===== config.mk =====
export PLATFORM = sky130hd
export DESIGN_NAME = mul_rs_dispatch
export DESIGN_NICKNAME = d
export VERILOG_FILES = /design/src/rtl/mul_rs_dispatch.sv
export SDC_FILE = /design/constraint.sdc
export NUM_CORES = 1
export LEC_CHECK = 0
export CAP_MARGIN = 15
export CORE_ASPECT_RATIO = 2
export CORE_MARGIN = 2
export CORE_UTILIZATION = 56
export CTS_BUF_LIST = sky130_fd_sc_hd__clkbuf_4
export CTS_CLUSTER_SIZE = 40
export DETAILED_ROUTE_END_ITERATION = 8
export GPL_ROUTABILITY_DRIVEN = 0
export PLACE_DENSITY = 0.83
export SYNTH_ARGS = -nofsm -noshare
export SYNTH_HDL_FRONTEND = slang
export SYNTH_SLANG_ARGS = --single-unit

===== constraint.sdc =====
create_clock -name clk1 -period 3.5 [get_ports clk1]
set_clock_uncertainty 0.05 [all_clocks]
set_input_delay 0.35 -clock clk1 [delete_from_list [all_inputs] [get_ports clk1]]
set_output_delay 0.35 -clock clk1 [all_outputs]
set_load 0.02 [all_outputs]

===== src/rtl/mul_rs_dispatch.sv =====
// Mul/div reservation station: buffers issued ops, wakes operands from the CDB, dispatches one ready op at a time.
// Optional OLDEST_FIRST_EN: dispatch the oldest eligible entry instead of the lowest-index one.
module mul_rs_dispatch #(
    parameter int RS_DEPTH = 3,
    parameter int TAG_W    = 4
) (
    input  logic             clk1,
    input  logic             reset,
    input  logic             issue_valid,
    output logic             issue_ready,
    input  logic [3:0]       issue_func,
    input  logic [TAG_W-1:0] issue_rd,
    input  logic [2:0]       issue_rob,
    input  logic             issue_s1_rdy,
    input  logic             issue_s2_rdy,
    input  logic [TAG_W-1:0] issue_s1_tag,
    input  logic [TAG_W-1:0] issue_s2_tag,
    input  logic [7:0]       issue_s1_data,
    input  logic [7:0]       issue_s2_data,
    input  logic             cdb_valid,
    input  logic [TAG_W-1:0] cdb_tag,
    input  logic [15:0]      cdb_data,
    input  logic             ex_done,
    output logic             ex_b,
    output logic [2:0]       rs_index,
    output logic [7:0]       rs1_data,
    output logic [7:0]       rs2_data,
    output logic [3:0]       func,
    output logic [2:0]       rob_ind,
    output logic [TAG_W-1:0] rd,
    output logic [3:0]       mulcount
);
    localparam logic [3:0] DEPTH_C = 4'(RS_DEPTH);

    logic [RS_DEPTH-1:0] busy_q, busy_d, s1_rdy_q, s1_rdy_d, s2_rdy_q, s2_rdy_d;
    logic [RS_DEPTH-1:0] eligible, wake1, wake2;
    logic [3:0]          func_q    [RS_DEPTH];
    logic [TAG_W-1:0]    rd_q      [RS_DEPTH];
    logic [2:0]          rob_q     [RS_DEPTH];
    logic [TAG_W-1:0]    s1_tag_q  [RS_DEPTH];
    logic [TAG_W-1:0]    s2_tag_q  [RS_DEPTH];
    logic [7:0]          s1_data_q [RS_DEPTH];
    logic [7:0]          s2_data_q [RS_DEPTH];
`ifdef OLDEST_FIRST_EN
    logic [2:0]          age_q     [RS_DEPTH];
    logic [2:0]          age_d     [RS_DEPTH];
    logic [2:0]          sel_age;
    logic                found;
`endif
    logic                unit_busy_q, unit_busy_d;
    logic [3:0]          mulcount_q, mulcount_d;
    logic                ex_b_q;
    logic [2:0]          rs_index_q, rob_ind_q;
    logic [7:0]          rs1_data_q, rs2_data_q;
    logic [3:0]          func_out_q;
    logic [TAG_W-1:0]    rd_out_q;

    logic [2:0]          sel_idx, free_idx;
    logic                alloc, dispatch;
    logic                new_s1_rdy, new_s2_rdy;
    logic [7:0]          new_s1_data, new_s2_data;
    logic [7:0]          sel_s1_data, sel_s2_data;
    logic [3:0]          sel_func;
    logic [2:0]          sel_rob;
    logic [TAG_W-1:0]    sel_rd;

    assign issue_ready = (mulcount_q < DEPTH_C);
    assign alloc       = issue_valid && issue_ready;

    // A not-ready operand can be satisfied by a broadcast in the very cycle it is issued.
    assign new_s1_rdy  = issue_s1_rdy || (cdb_valid && issue_s1_tag == cdb_tag);
    assign new_s2_rdy  = issue_s2_rdy || (cdb_valid && issue_s2_tag == cdb_tag);
    assign new_s1_data = issue_s1_rdy ? issue_s1_data : cdb_data[7:0];
    assign new_s2_data = issue_s2_rdy ? issue_s2_data : cdb_data[7:0];

    always_comb begin
        eligible = busy_q & s1_rdy_q & s2_rdy_q;
        free_idx = '0;
        sel_idx  = '0;
        for (int i = 0; i < RS_DEPTH; i++) begin
            wake1[i] = cdb_valid && busy_q[i] && !s1_rdy_q[i] && (s1_tag_q[i] == cdb_tag);
            wake2[i] = cdb_valid && busy_q[i] && !s2_rdy_q[i] && (s2_tag_q[i] == cdb_tag);
        end
        for (int i = RS_DEPTH - 1; i >= 0; i--) begin
            if (!busy_q[i]) free_idx = 3'(i);
        end
`ifdef OLDEST_FIRST_EN
        found   = 1'b0;
        sel_age = '0;
        for (int i = 0; i < RS_DEPTH; i++) begin
            if (eligible[i] && (!found || age_q[i] < sel_age)) begin
                found   = 1'b1;
                sel_age = age_q[i];
                sel_idx = 3'(i);
            end
        end
`else
        for (int i = RS_DEPTH - 1; i >= 0; i--) begin
            if (eligible[i]) sel_idx = 3'(i);
        end
`endif
        dispatch    = !unit_busy_q && (|eligible);
        sel_s1_data = '0;
        sel_s2_data = '0;
        sel_func    = '0;
        sel_rob     = '0;
        sel_rd      = '0;
        for (int i = 0; i < RS_DEPTH; i++) begin
            if (sel_idx == 3'(i)) begin
                sel_s1_data = s1_data_q[i];
                sel_s2_data = s2_data_q[i];
                sel_func    = func_q[i];
                sel_rob     = rob_q[i];
                sel_rd      = rd_q[i];
            end
        end
    end

    always_comb begin
        busy_d   = busy_q;
        s1_rdy_d = s1_rdy_q | wake1;
        s2_rdy_d = s2_rdy_q | wake2;
        for (int i = 0; i < RS_DEPTH; i++) begin
`ifdef OLDEST_FIRST_EN
            age_d[i] = age_q[i];
            if (dispatch && busy_q[i] && age_q[i] > sel_age) age_d[i] = age_q[i] - 3'd1;
`endif
            if (dispatch && sel_idx == 3'(i)) busy_d[i] = 1'b0;
            if (alloc && free_idx == 3'(i)) begin
                busy_d[i]   = 1'b1;
                s1_rdy_d[i] = new_s1_rdy;
                s2_rdy_d[i] = new_s2_rdy;
`ifdef OLDEST_FIRST_EN
                age_d[i]    = dispatch ? mulcount_q[2:0] - 3'd1 : mulcount_q[2:0];
`endif
            end
        end
        unique case ({alloc, dispatch})
            2'b10:   mulcount_d = mulcount_q + 4'd1;
            2'b01:   mulcount_d = mulcount_q - 4'd1;
            default: mulcount_d = mulcount_q;
        endcase
        if (dispatch)     unit_busy_d = 1'b1;
        else if (ex_done) unit_busy_d = 1'b0;
        else              unit_busy_d = unit_busy_q;
    end

    // Control state and dispatch output registers
    always_ff @(posedge clk1 or posedge reset) begin
        if (reset) begin
            busy_q      <= '0;
            s1_rdy_q    <= '0;
            s2_rdy_q    <= '0;
            unit_busy_q <= 1'b0;
            mulcount_q  <= '0;
            ex_b_q      <= 1'b0;
            rs_index_q  <= '0;
            rs1_data_q  <= '0;
            rs2_data_q  <= '0;
            func_out_q  <= '0;
            rob_ind_q   <= '0;
            rd_out_q    <= '0;
`ifdef OLDEST_FIRST_EN
            for (int i = 0; i < RS_DEPTH; i++) age_q[i] <= '0;
`endif
        end else begin
            busy_q      <= busy_d;
            s1_rdy_q    <= s1_rdy_d;
            s2_rdy_q    <= s2_rdy_d;
            unit_busy_q <= unit_busy_d;
            mulcount_q  <= mulcount_d;
            ex_b_q      <= dispatch;
`ifdef OLDEST_FIRST_EN
            for (int i = 0; i < RS_DEPTH; i++) age_q[i] <= age_d[i];
`endif
            if (dispatch) begin
                rs_index_q <= sel_idx;
                rs1_data_q <= sel_s1_data;
                rs2_data_q <= sel_s2_data;
                func_out_q <= sel_func;
                rob_ind_q  <= sel_rob;
                rd_out_q   <= sel_rd;
            end
        end
    end

    // Entry payload; validity is tracked by the busy/rdy bits above
    always_ff @(posedge clk1) begin
        for (int i = 0; i < RS_DEPTH; i++) begin
            if (alloc && free_idx == 3'(i)) begin
                func_q[i]    <= issue_func;
                rd_q[i]      <= issue_rd;
                rob_q[i]     <= issue_rob;
                s1_tag_q[i]  <= issue_s1_tag;
                s2_tag_q[i]  <= issue_s2_tag;
                s1_data_q[i] <= new_s1_data;
                s2_data_q[i] <= new_s2_data;
            end else begin
                if (wake1[i]) s1_data_q[i] <= cdb_data[7:0];
                if (wake2[i]) s2_data_q[i] <= cdb_data[7:0];
            end
        end
    end

    assign ex_b     = ex_b_q;
    assign rs_index = rs_index_q;
    assign rs1_data = rs1_data_q;
    assign rs2_data = rs2_data_q;
    assign func     = func_out_q;
    assign rob_ind  = rob_ind_q;
    assign rd       = rd_out_q;
    assign mulcount = mulcount_q;
endmodule

==> flow_metrics.py, run 1 <==
metrics = {
    "cells_and_area": {
        "drive_gt1_share_pct": 17.7,
        "final_util_pct": 68.3,
        "layout_common_cells": "edfxtp_1, clkdlybuf4s50_1, o21ai_0",
        "mostFrequentLayoutCell": "edfxtp_1",
        "final_cells": 745,
        "area_delta_synth_final_pct": 19.7,
        "nets": 652,
    },
    "power_and_ir_drop": {
        "ir_drop_v": 0.000405,
        "p_leak_nw": 3.09,
        "clkPwrFrac_pct": 19.6,
        "swShare_pct": 36.3,
        "pwr_density_cell_nw_per_um2": 738,
        "power_switching_mw": 2.14,
        "internal_power_mw": 3.75,
        "power.share.combinational_pct": 37.3,
        "p_seq_share_pct": 43.1,
    },
    "global_routing": {
        "antenna_found_initial": 1,
        "grt_pass1_wl_um": 24700,
        "grt_overflow": 0,
        "grt_use_total_pct": 26.7,
        "grt_max_degree": 45,
        "grt_pass1_vias": 4670,
    },
    "clock_tree": {
        "cts_htree_levels": 4,
        "clk_path_buf_depth": 2,
        "cts.sinks": 149,
        "cts_tree": "yes",
        "cts.clk_slew.worst_paths_ns": 0.14,
        "cts_resized": 0,
        "cts_buffers": 17,
        "cts_setup_buffers": 0,
        "clk_latency_ns": 0.54,
        "postCtsHoldBufs": 0,
        "cts-root-buf": "clkbuf_4",
    },
    "sta": {
        "fmax_ghz": 0.353,
        "post-route-period-util_pct": 81.0,
        "finalSetupViolCount": 0,
        "slew_headroom_pct": 32.5,
        "drv_slew": 0,
        "setup_tns_ns": 0,
        "rsz0062_at_grt": "no",
        "min_period_ns": 2.84,
        "hold_viol_final": 0,
        "tightest_slew_ns": 1.01,
    },
    "placed_design": {
        "dp_hpwl_um": 10800,
        "dp_cells": 712,
        "io_buffers": 88,
    },
    "setup_path": {
        "reg2reg_from": "mulcount[1]",
        "crit_path_end_kind": "register",
        "cp_max_fo": 11,
        "cp-startpoint": "mulcount[1]",
        "cp_data_required_time_ns": 3.68,
        "critPathMaxStageDelay_ns": 0.58,
        "r2r_end": "s2_tag_q[0][9]",
        "crit_chain": "a211oi_2, nand3_1, or3b_2, inv_1, buf_4",
        "critPathKind": "reg2reg",
        "r2r.worst_path.cells": 5,
        "cp.arrival_ns": 3.01,
        "ff2ff_setup_slack_ns": 0.66,
        "cp_slowest_cell": "or3b_2",
        "cp-start-kind": "register",
    },
    "floorplanning": {
        "dieWidth_um": 81.2,
        "coreArea_um2": 11700,
        "initial_core_util_pct": 57.0,
        "fp-row-count": 56,
        "ios": 98,
        "dieArea_um2": 12900,
        "die_h_um": 158,
    },
    "synthesis": {
        "synth_top_area_share_pct": 47.3,
        "syn_nets": 563,
        "avgSynthCellArea_um2": 13.4,
        "syn-instance-count": 497,
        "yosys_warnings": 0,
        "ys_seq_area_share_pct": 63.8,
        "netlist_top_cells_area": "edfxtp_1, dfrtp_1, mux2_2, o21ai_0, a211oi_1",
        "yosys.area.top_type": "edfxtp_1",
        "syn_area_um2": 6670,
        "ys_seq_elements": 149,
        "synth.distinct_cells": 40,
    },
    "run": {
        "max_cap_viol_count": 0,
    },
    "route": {
        "num_vias": 4530,
        "drtIter0Drc": 428,
        "via_per_inst": 6.08,
        "drc": 0,
        "drtPass1Iterations": 5,
        "wl_per_cell_um": 21.4,
        "ant_nets": 0,
        "routed_wl_um": 16000,
    },
    "status": {
        "status": "complete, no violations",
    },
    "worst_hold_path": {
        "min_path_type": "in2async",
    },
}
==> worst max path at each step <==
stage	endpoint	slack (ns)	cells past startpoint
final	s2_tag_q[0][9]	0.66	5
after global routing	s2_tag_q[0][9]	0.63	5
after CTS	s2_tag_q[0][9]	0.70	5
after detailed placement	s1_data_q[2][5]	0.48	5
after global placement	s1_data_q[2][5]	0.60	5
after floorplan	func_q[0][10]	0.93	5
==> layout make-up <==
| class | count | area (µm²) |
|---|---|---|
| diodes | 1 | 2.50 |
| clock buffers | 17 | 128 |
| clock inverters | 15 | 185 |
| fillers | 789 | 3710 |
| inverters | 14 | 52.6 |
| multi-input cells | 304 | 2210 |
| flip-flops and latches | 149 | 4250 |
| well taps | 145 | 181 |
| repair buffers | 100 | 971 |
==> flip-flops by register name, summed over array words and instances, names as in the netlist, 4 cells and up <==
signal,flops
func,4
func_q,12
mulcount,4
rd,4
rd_q,12
rob_q,9
rs1_data,8
rs2_data,8
s1_data_q,24
s1_tag_q,12
s2_data_q,24
s2_tag_q,12
==> metal layers <==
metal	part of all wire [%]	vias to the layer above	GRT usage (%)
met5	0	-	0
met4	3.8	0	14.4
met3	5.1	50	6.24
met2	57	193	47.9
met1	34	2259	28.0
li1	-	2028	-
==> cell usage after synthesis (all sizes together) <==
cell type,number
nor3,8
edfxtp,105
buf,11
mux2,48
a31o,4
nand3b,1
or3,1
or2,1
o21ai,60
and3,29
a211oi,28
a21oi,2
inv,14
a21o,1
ha,3
conb,1
nand3,8
fa,1
o31a,3
a22oi,2
o41ai,6
a21boi,1
nor2,8
xnor2,14
mux2i,6
xor2,21
a31oi,3
nand2,43
or3b,1
clkbuf,19
dfrtp,44
==> cell families (layout without fill, tap and decap cells) <==
| kind of cell | count (synthesis) | count (layout) | synth area share, % |
|---|---|---|---|
| flops | 149 | 149 | 63.8 |
| compound gates | 110 | 110 | 11.2 |
| simple gates | 100 | 100 | 7.37 |
| mux | 54 | 54 | 9.00 |
| buf+inv | 44 | 146 | 3.15 |
| xor+xnor | 35 | 35 | 4.60 |
| fa+ha+maj | 4 | 4 | 0.863 |
| other cells | 1 | 2 | 0.0562 |
==> critical path: cells and delay by family (launching register included) <==
family	cells	cell delay (ns)
compound gates	1	0.47
buf+inv	2	0.81
simple gates	2	0.73
flops	1	0.45
==> metrics by stage <==
stage / power, mW / worst slack, ns / hold WS [ns] / area, µm²
6_report: 5.89 / 0.663 / 0.304 / 7990
5_1_grt: 6.23 / 0.634 / 0.302 / 7990
4_1_cts: 5.91 / 0.697 / 0.312 / 7980
3_5_place_dp: 4.76 / 0.480 / 0.420 / 7670
3_3_place_gp: 4.64 / 0.597 / 0.413 / 7670
2_1_floorplan: 3.83 / 0.930 / 0.396 / 6670
==> power groups by stage <==
stage               Sequential [mW]  Clock [mW]  Combinational, mW
detailed placement             2.58           0               2.19
global route                   2.58        1.25               2.40
global placement               2.55           0               2.09
floorplan                      2.75           0               1.08
finish                         2.54        1.16               2.20
CTS                            2.54        1.18               2.20
Note: power is estimated with default switching activity, not from simulation.
==> run 2, diff against run 1 <==
--- a/config.mk
+++ b/config.mk
@@ -8,12 +8,12 @@
 export CAP_MARGIN = 15
 export CORE_ASPECT_RATIO = 2
 export CORE_MARGIN = 2
-export CORE_UTILIZATION = 56
+export CORE_UTILIZATION = 51
 export CTS_BUF_LIST = sky130_fd_sc_hd__clkbuf_4
 export CTS_CLUSTER_SIZE = 40
 export DETAILED_ROUTE_END_ITERATION = 8
 export GPL_ROUTABILITY_DRIVEN = 0
-export PLACE_DENSITY = 0.83
+export PLACE_DENSITY = 0.8
 export SYNTH_ARGS = -nofsm -noshare
 export SYNTH_HDL_FRONTEND = slang
 export SYNTH_SLANG_ARGS = --single-unit
==> constraint.sdc (replaced) <==
create_clock -name clk1 -period 2.6 [get_ports clk1]
set_clock_uncertainty 0.05 [all_clocks]
set_input_delay 0.26 -clock clk1 [delete_from_list [all_inputs] [get_ports clk1]]
set_output_delay 0.26 -clock clk1 [all_outputs]
set_load 0.02 [all_outputs]
==> run 2 against run 1 <==
Core utilization fell by 5.0 points. Final cell count rose by 3.2%. Critical path type unchanged. First-iteration DRC count fell by 29%. Largest cell class unchanged. Flip-flop and latch count did not move. Register-to-register slack got worse by 0.43 ns. Via count rose by 1.3%. Largest power group unchanged. Fmax rose by 20%. Cell area rose by 2.3%.
==> flow_metrics.py, run 2 (synthesis results as in run 1) <==
metrics = {
    "status": {
        "status": "complete, no violations",
    },
    "setup_path": {
        "cp.arrival_ns": 2.81,
        "reg2reg_from": "s1_rdy_q[2]",
        "cp_max_fo": 4,
        "cp-startpoint": "s1_rdy_q[2]",
        "critPathKind": "reg2reg",
        "cp-start-kind": "register",
        "crit_path_end_kind": "register",
        "cp_data_required_time_ns": 3.04,
    },
    "clock_tree": {
        "cts_setup_buffers": 0,
        "cts.sinks": 149,
        "clk_path_buf_depth": 2,
        "clk_latency_ns": 0.55,
        "cts_tree": "yes",
        "cts_resized": 0,
        "postCtsHoldBufs": 0,
        "cts-root-buf": "clkbuf_4",
        "cts_buffers": 17,
        "cts_htree_levels": 4,
        "cts.clk_slew.worst_paths_ns": 0.13,
    },
    "floorplanning": {
        "dieArea_um2": 14100,
        "initial_core_util_pct": 51.6,
        "fp-row-count": 59,
        "dieWidth_um": 84.9,
        "coreArea_um2": 12900,
        "die_h_um": 166,
        "ios": 98,
    },
    "sta": {
        "setup_tns_ns": 0,
        "drv_slew": 0,
        "fmax_ghz": 0.423,
        "tightest_slew_ns": 0.695,
        "min_period_ns": 2.36,
        "layout_setup_ws_ns": 0.236,
        "slew_headroom_pct": 53.5,
        "finalSetupViolCount": 0,
        "rsz0062_at_grt": "no",
        "hold_viol_final": 0,
        "post-route-period-util_pct": 90.9,
    },
    "route": {
        "ant_nets": 0,
        "via_per_inst": 5.97,
        "num_vias": 4590,
        "wl_per_cell_um": 20.9,
        "drtIter0Drc": 305,
        "drc": 0,
        "drtPass1Iterations": 4,
        "routed_wl_um": 16000,
    },
    "global_routing": {
        "grt_pass1_wl_um": 25200,
        "grt_overflow": 0,
        "grt_pass1_vias": 4939,
        "grt_max_degree": 45,
        "grt_use_total_pct": 23.8,
        "antenna_found_initial": 1,
    },
    "placed_design": {
        "pre_cts_ws_ns": 0.0672,
        "dp_cells": 736,
        "place_area_um2": 7860,
        "io_buffers": 88,
        "dp_hpwl_um": 11200,
    },
    "cells_and_area": {
        "final_cells": 769,
        "final_util_pct": 63.3,
        "area_delta_synth_final_pct": 22.5,
        "layout_common_cells": "edfxtp_1, clkdlybuf4s50_1, o21ai_0",
        "nets": 669,
        "mostFrequentLayoutCell": "edfxtp_1",
        "stdcell_area_um2": 8170,
        "top_regs": "s1_data_q (24), s2_data_q (24)",
        "drive_gt1_share_pct": 19.3,
    },
    "run": {
        "max_cap_viol_count": 0,
    },
    "power_and_ir_drop": {
        "p_leak_nw": 3.17,
        "pwr_density_cell_nw_per_um2": 978,
        "ir_drop_v": 0.000589,
    },
    "worst_hold_path": {
        "min_path_type": "in2async",
    },
}
run 2: changes by cell type in the layout (fill, tap and decap cells not counted):
cell,delta
clkinv_1,+4
clkinv_2,-6
buf_12,+4
inv_4,-2
clkbuf_4,+3
clkinvlp_4,+3
buf_4,+13
clkinv_4,-2
run 2: worst max-delay path, stage by stage (launching register included):
cell and delay (ns):
dfrtp_1 0.50, nand3_1 0.16, a31o_2 0.29, inv_1 0.08, ha_1 0.24, ha_1 0.27
a21o_1 0.18, a21oi_1 0.17, mux2i_1 0.24, xnor2_1 0.13
run 2: where the power goes:
group	internal [mW]	switching, mW	leakage (nW)	total, mW
logic	1.26	1.73	1.53	2.99
clock network	0.780	0.779	0.159	1.56
registers	3.09	0.349	1.49	3.44
run 2: final timing paths:
kind / slack, ns / depth (start not counted) / to
worst max-delay path: 0.24 / 9 / mulcount[3]
worst min-delay path: 0.13 / 3 / rob_ind[1]
worst max register to register: 0.24 / 9 / mulcount[3]
worst min register to register: 0.44 / 2 / rob_ind[2]
max in group asynchronous: 1.92 / 3 / rs2_data[0]
min in group clk1: 0.26 / 2 / unit_busy_q
run 2: stage by stage:
stage | hold slack [ns] | power (mW)
2_1_floorplan | 0.306 | 5.16
3_3_place_gp | 0.410 | 6.32
3_5_place_dp | 0.420 | 6.47
4_1_cts | 0.130 | 8.02
5_1_grt | 0.160 | 8.42
6_report | 0.127 | 7.99
run 2: final cells by class:
cell class | count | area (µm²)
Timing Repair Buffer | 117 | 1150
Antenna cell | 1 | 2.50
Clock inverter | 12 | 163
Fill cell | 945 | 4750
Multi-Input combinational cell | 304 | 2210
Sequential cell | 149 | 4250
Tap cell | 152 | 190
Inverter | 14 | 52.6
Clock buffer | 20 | 150
run 2: layer usage:
layer	GRT usage [%]	vias up	part of all wire [%]
met5	0	-	0
met4	12.6	0	4.0
met3	5.17	50	5.3
met2	44.5	201	57
met1	23.6	2274	33
li1	-	2065	-
